$ cat src/rtl/cpu_types_pkg.sv
// Shared CPU datapath types; adds the MEM-stage controller state encoding.
package cpu_types_pkg;

    localparam int WORD_W = 32;

    typedef logic [WORD_W-1:0] word_t;

    typedef enum logic [1:0] {
        MC_IDLE   = 2'd0,
        MC_ACCESS = 2'd1,
        MC_DONE   = 2'd2
    } memctl_state_t;

endpackage

$ cat src/rtl/mem_stage_ctrl_link_reg.sv
// LL/SC reservation register: set by LL hit, cleared by snoop, SC, or own store to the linked word.
// Snoop invalidate outranks a same-cycle LL so a racing writer always breaks the new link.
module link_reg
    import cpu_types_pkg::*;
#(
    parameter int DATA_W   = 32,
    parameter int LINK_LSB = 2
) (
    input  logic              CLK,
    input  logic              nRST,
    input  logic              ccinv,
    input  logic [DATA_W-1:0] ccsnoopaddr,
    input  logic              ll_hit,
    input  logic              sc_hit,
    input  logic              sw_hit,
    input  logic [DATA_W-1:0] hit_addr,
    output logic              link_valid,
    output logic [DATA_W-1:0] link_addr
);

    logic              link_valid_q, link_valid_d;
    logic [DATA_W-1:0] link_addr_q,  link_addr_d;
    logic              snoop_link, snoop_new, sw_link;

    always_ff @(posedge CLK or negedge nRST) begin
        if (!nRST) begin
            link_valid_q <= 1'b0;
            link_addr_q  <= '0;
        end else begin
            link_valid_q <= link_valid_d;
            link_addr_q  <= link_addr_d;
        end
    end

    always_comb begin
        snoop_link = link_valid_q &&
                     (ccsnoopaddr[DATA_W-1:LINK_LSB] == link_addr_q[DATA_W-1:LINK_LSB]);
        snoop_new  = ll_hit &&
                     (ccsnoopaddr[DATA_W-1:LINK_LSB] == hit_addr[DATA_W-1:LINK_LSB]);
        sw_link    = link_valid_q &&
                     (hit_addr[DATA_W-1:LINK_LSB] == link_addr_q[DATA_W-1:LINK_LSB]);

        link_valid_d = link_valid_q;
        link_addr_d  = link_addr_q;
        if (ccinv && (snoop_link || snoop_new)) begin
            link_valid_d = 1'b0;
        end else if (sc_hit) begin
            link_valid_d = 1'b0;
        end else if (ll_hit) begin
            link_valid_d = 1'b1;
            link_addr_d  = hit_addr;
        end else if (sw_hit && sw_link) begin
            link_valid_d = 1'b0;
        end
    end

    assign link_valid = link_valid_q;
    assign link_addr  = link_addr_q;

endmodule

$ cat src/rtl/mem_stage_ctrl.sv
// MEM-stage dcache access controller: issues/holds requests until dhit, stalls upstream, owns LL/SC link.
// A hit in the issue cycle completes at once; DONE never re-issues while the pipe is held.
module mem_stage_ctrl
    import cpu_types_pkg::*;
#(
    parameter int DATA_W   = 32,
    parameter int LINK_LSB = 2
) (
    input  logic              CLK,
    input  logic              nRST,
    input  logic              mem_valid,
    input  logic              dREN_in,
    input  logic              dWEN_in,
    input  logic              ll_in,
    input  logic              sc_in,
    input  logic [DATA_W-1:0] addr_in,
    input  logic [DATA_W-1:0] store_in,
    input  logic              advance,
    input  logic              flush,
    input  logic              dhit,
    input  logic [DATA_W-1:0] dcache_load,
    input  logic              ccinv,
    input  logic [DATA_W-1:0] ccsnoopaddr,
    output logic              dmemREN,
    output logic              dmemWEN,
    output logic [DATA_W-1:0] dmemaddr,
    output logic [DATA_W-1:0] dmemstore,
    output logic              mem_stall,
    output logic [DATA_W-1:0] mem_result,
    output logic              link_valid,
    output logic [DATA_W-1:0] link_addr
);

    localparam logic [DATA_W-1:0] SC_OK = DATA_W'(1);

    memctl_state_t     state_q, state_d;
    logic [DATA_W-1:0] result_q, result_d;
    logic              link_match, sc_fail, need;
    logic              req, hit, ll_hit, sc_hit, sw_hit;

    always_comb begin
        link_match = link_valid &&
                     (link_addr[DATA_W-1:LINK_LSB] == addr_in[DATA_W-1:LINK_LSB]);
        sc_fail    = sc_in && dWEN_in && !link_match;
        need       = mem_valid && (dREN_in || dWEN_in) && !sc_fail;
    end

    always_ff @(posedge CLK or negedge nRST) begin
        if (!nRST) begin
            state_q <= MC_IDLE;
        end else begin
            state_q <= state_d;
        end
    end

    always_comb begin
        state_d = state_q;
        case (state_q)
            MC_IDLE: begin
                if (req) state_d = dhit ? MC_DONE : MC_ACCESS;
            end
            MC_ACCESS: begin
                if (!mem_valid)  state_d = MC_IDLE;
                else if (dhit)   state_d = MC_DONE;
            end
            MC_DONE: begin
                if (flush || advance) state_d = MC_IDLE;
            end
            default: state_d = MC_IDLE;
        endcase
    end

    // Reset gates the request so an access in flight drops the same instant nRST falls.
    always_comb begin
        req = 1'b0;
        case (state_q)
            MC_IDLE:   req = need && !flush;
            MC_ACCESS: req = mem_valid;
            default:   req = 1'b0;
        endcase
        req = req && nRST;

        dmemREN   = req && dREN_in;
        dmemWEN   = req && dWEN_in && !dREN_in;
        dmemaddr  = req ? addr_in  : '0;
        dmemstore = req ? store_in : '0;
        mem_stall = req && !dhit;
        hit       = req && dhit;
        ll_hit    = hit && dREN_in && ll_in;
        sc_hit    = hit && dWEN_in && sc_in;
        sw_hit    = hit && dWEN_in && !sc_in && !dREN_in;
    end

    always_comb begin
        result_d = result_q;
        if (hit) begin
            result_d = sc_hit ? SC_OK : dcache_load;
        end else if (state_q != MC_ACCESS &&
                     (flush || (state_q == MC_IDLE && mem_valid && sc_fail))) begin
            result_d = '0;
        end
    end

    always_ff @(posedge CLK or negedge nRST) begin
        if (!nRST) begin
            result_q <= '0;
        end else begin
            result_q <= result_d;
        end
    end

    assign mem_result = result_q;

    link_reg #(
        .DATA_W   (DATA_W),
        .LINK_LSB (LINK_LSB)
    ) u_link_reg (
        .CLK         (CLK),
        .nRST        (nRST),
        .ccinv       (ccinv),
        .ccsnoopaddr (ccsnoopaddr),
        .ll_hit      (ll_hit),
        .sc_hit      (sc_hit),
        .sw_hit      (sw_hit),
        .hit_addr    (addr_in),
        .link_valid  (link_valid),
        .link_addr   (link_addr)
    );

endmodule

$ cat config.mk
export PLATFORM = sky130hd
export DESIGN_NAME = mem_stage_ctrl
export DESIGN_NICKNAME = d
export VERILOG_FILES = /design/src/rtl/cpu_types_pkg.sv /design/src/rtl/mem_stage_ctrl_link_reg.sv /design/src/rtl/mem_stage_ctrl.sv
export SDC_FILE = /design/constraint.sdc
export NUM_CORES = 1
export LEC_CHECK = 0
export CORE_UTILIZATION = 40
export CTS_CLUSTER_DIAMETER = 80
export CTS_CLUSTER_SIZE = 24
export DETAILED_ROUTE_END_ITERATION = 12
export GPL_ROUTABILITY_DRIVEN = 0
export PLACE_DENSITY = 0.87
export SLEW_MARGIN = 0
export SYNTH_ARGS = -nofsm -noshare
export SYNTH_HDL_FRONTEND = slang
export SYNTH_SLANG_ARGS = --single-unit
$ cat constraint.sdc
create_clock -name CLK -period 6.15 [get_ports CLK]
set_input_delay 1.5375 -clock CLK [delete_from_list [all_inputs] [get_ports CLK]]
set_output_delay 1.5375 -clock CLK [all_outputs]
set_load 0.005 [all_outputs]
==> metrics.md <==
| Metric | Value |
|---|---|
| Status | `finished clean` |
| Share of cells above drive strength 1 | `8.030%` |
| Post-CTS Hold Fix Bufs | `0` |
| Height of the die | `~100 µm` |
| Post-route ant nets | `0` |
| DIE AREA | `11020 µm²` |
| Final Cycle Share | `around 97%` |
| Most frequent cells in the layout | `267 x clkdlybuf4s50_1, 90 x xnor2_1, 67 x dfrtp_1, 66 x nor3b_1, 31 x a22o_1` |
| Number of global-route vias before repair | `approximately 4500` |
| Pin count of the biggest net entering global routing | `70` |
| Syn Nets | `~530` |
| Via count | `~4400` |
| DRC | `0` |
| Mean number of vias per cell | `around 5.5` |
| Nets | `around 800` |
| Area Overhead vs Synth | `71.47%` |
| GRT Total Usage | `between 20 and 30%` |
| Min Tclk post-route | `5955 ps` |
| Antenna violations before repair | `0` |
| Worst-path fanout max | `17` |
| Cell area after layout | `a little over 7000 µm²` |
| RSZ-0062 raised after global routing | `false` |
| Post-synthesis sequential area ratio | `between 30% and 40%` |
| Final hold violations | `0` |
| Pwr Density | `between 150 and 200 nW/µm²` |
| Distinct cell type count after synthesis | `36` |
| Syn Std Cell Area | `between 4000 and 5000 µm²` |
| First-pass GRT wire length | `roughly 24 mm` |
| Crit start category | `input pin` |
| CTS H-tree depth | `3` |
| Post-layout util | `70.43%` |
| Drt wl/cell | `19.75 µm` |
| Crit path DAT | `approximately 4400 ps` |
| Core Region | `10320 µm²` |
| Synth warn | `0` |
| Initial DRC Count | `between 300 and 400` |
| Setup TNS | `0 ps` |
| CTS max path bufs | `2` |
| Rows | `37` |
| Worst slew pin tran | `around 900 ps` |
| Final HPWL DP | `12.26 mm` |
| Num CTS Buffers | `9` |
| Worst EP required | `4610 ps` |
| Synth Register Bits | `67` |
| Drt pass-1 iters | `6` |
| Total congestion overflow | `0` |
| Max_slew headroom | `39.90%` |
| Mapped Cells | `roughly 400` |
| P_leak | `about 2.7 nW` |
| Initial Util | `between 40% and 50%` |
| Avg Cell Area, Syn | `between 10 and 15 µm²` |
| Clock Tree Root | `clkbuf_8` |
| Peak Freq | `~170 MHz` |
| Worst-skew pair later-pin latency | `about 350 ps` |
| Max-Cap Viols | `0` |
| Port Buf Inserts | `268` |
| Setup Viol. Count Final | `0` |
| Flop-to-flop setup slack | `3070 ps` |
| CTS tree | `built` |
| Final WL | `about 16 mm` |
| ANT cells | `0` |
| Die W | `between 100 and 150 µm` |
| Hold WC Path Type | `reg2reg` |
| Most common cell after layout, fill and taps aside | `clkdlybuf4s50_1` |
| Worst-path clk slew | `about 70 ps` |
| VDD IR max | `around 120 µV` |
| Clk sink count | `67` |
| Max-slew violation count | `0` |
| IO Pins | `around 270` |
| Kind of end point of the critical path | `output pin` |
| Dpl cell area | `between 7000 and 8000 µm²` |
| Critical path type | `in2out` |
| Clock Skew | `between 15 and 20 ps` |
[path summary, 6_finish.rpt]
check                                                     start                              endpoint  depth (start not counted)
max reg2reg                u_link_reg.link_addr[11]$_DFFE_PN0P_   u_link_reg.link_addr[2]$_DFFE_PN0P_                          7
max in group asynchronous                                  nRST   u_link_reg.link_addr[3]$_DFFE_PN0P_                          2
min in group asynchronous                                  nRST  u_link_reg.link_addr[22]$_DFFE_PN0P_                          2
max                                                 addr_in[26]                         dmemstore[15]                          9
min reg2reg                          mem_result[29]$_DFFE_PN0P_            mem_result[29]$_DFFE_PN0P_                          1
min                                  mem_result[29]$_DFFE_PN0P_            mem_result[29]$_DFFE_PN0P_                          1
[state kept, by name, indices dropped and copies added (netlist names)]
name,flops
mem_result,32
u_link_reg.link_addr,32
state_q,2
u_link_reg.link_valid,1
[per-stage QoR]
| step | std cells | setup WS, ps | power (W) | hold slack, ps |
|---|---|---|---|---|
| final | 796 | 194.6 | 0.001372 | 505.4 |
| after global routing | 796 | 46.79 | 0.001428 | 528.7 |
| after CTS | 796 | 190.3 | 0.001373 | 508.0 |
| after detailed placement | 780 | 214.2 | 0.0009577 | 484.1 |
| after global placement | 780 | 219.1 | 0.0009466 | 483.6 |
| after floorplan | 390 | 1595 | 0.0006985 | 479.4 |
[kinds of logic (layout without fill, tap and decap cells)]
family          after synthesis  in the layout  synth area share, %
simple gates                126            126                20.42
flops                        67             67                39.54
buf+inv                      26            296                3.393
compound gates               49             49                9.560
mux                          32             32                8.498
xor+xnor                     90             90                18.59
[Yosys cell counts (all sizes together)]
library cell	n	share of area [%]
nand2	5	0.44
o21ai	3	0.35
nor2b	1	0.15
a31oi	2	0.30
o2111ai	2	0.41
a21o	1	0.18
nor3	5	0.59
nand3	6	0.71
nand2b	1	0.15
o211ai	2	0.47
xnor2	90	19
nand3b	1	0.47
o2111a	1	0.30
nand4	28	4.1
nor3b	66	12
or4b	1	0.24
a21oi	4	0.47
mux2	32	8.5
a311o	1	0.24
o21ba	1	0.24
dfrtp	67	40
nor4	6	0.89
and4	1	0.21
or4	2	0.44
a22o	31	6.4
and2	1	0.15
buf	10	2.0
inv	3	0.27
o2bb2ai	1	0.21
nor2	2	0.18
clkbuf	13	1.2
[metal layers]
metal	wire [µm]	vias up	track usage, %	share of wire (%)
met4	559	0	12.47	3.6
li1	-	1969	-	-
met3	1194	44	5.677	7.6
met1	6124	2110	33.49	39
met2	7839	228	49.62	50
met5	0	-	0	0
[where the power goes]
part | leakage (nW) | internal [W] | total [W] | switching [W]
Clock | 0.101 | 0.000227 | 0.000415 | 0.000188
Sequential | 0.908 | 0.000476 | 0.000522 | 0.0000461
Combinational | 1.65 | 0.000256 | 0.000436 | 0.000180
Total | 2.66 | 0.000958 | 0.00137 | 0.000414
[worst max-delay path: stages]
cell	delay, ps
clkdlybuf4s50_1	500
xnor2_1	350
nand4_1	150
nor4_1	450
a21o_1	250
a21oi_4	130
buf_4	230
nor3b_1	260
clkdlybuf4s50_1	550
[area by class of cell]
cell class                 count  area (µm²)
timing repair buffer         277        2745
tap                          136       170.2
fill                         799        3053
sequential                    67        1677
clock buffer                   9       123.9
multi-input combinational    297        2451
clock inverter                 7       92.59
inverter                       3       11.26
[repair_timing]
action                     in CTS  in global routing
setup endpoints to repair       0                  1
hold endpoints to repair        0                  0
setup buffers                   0                  0
gates resized for setup         0                  1
Power figures use the tool's default switching activity.
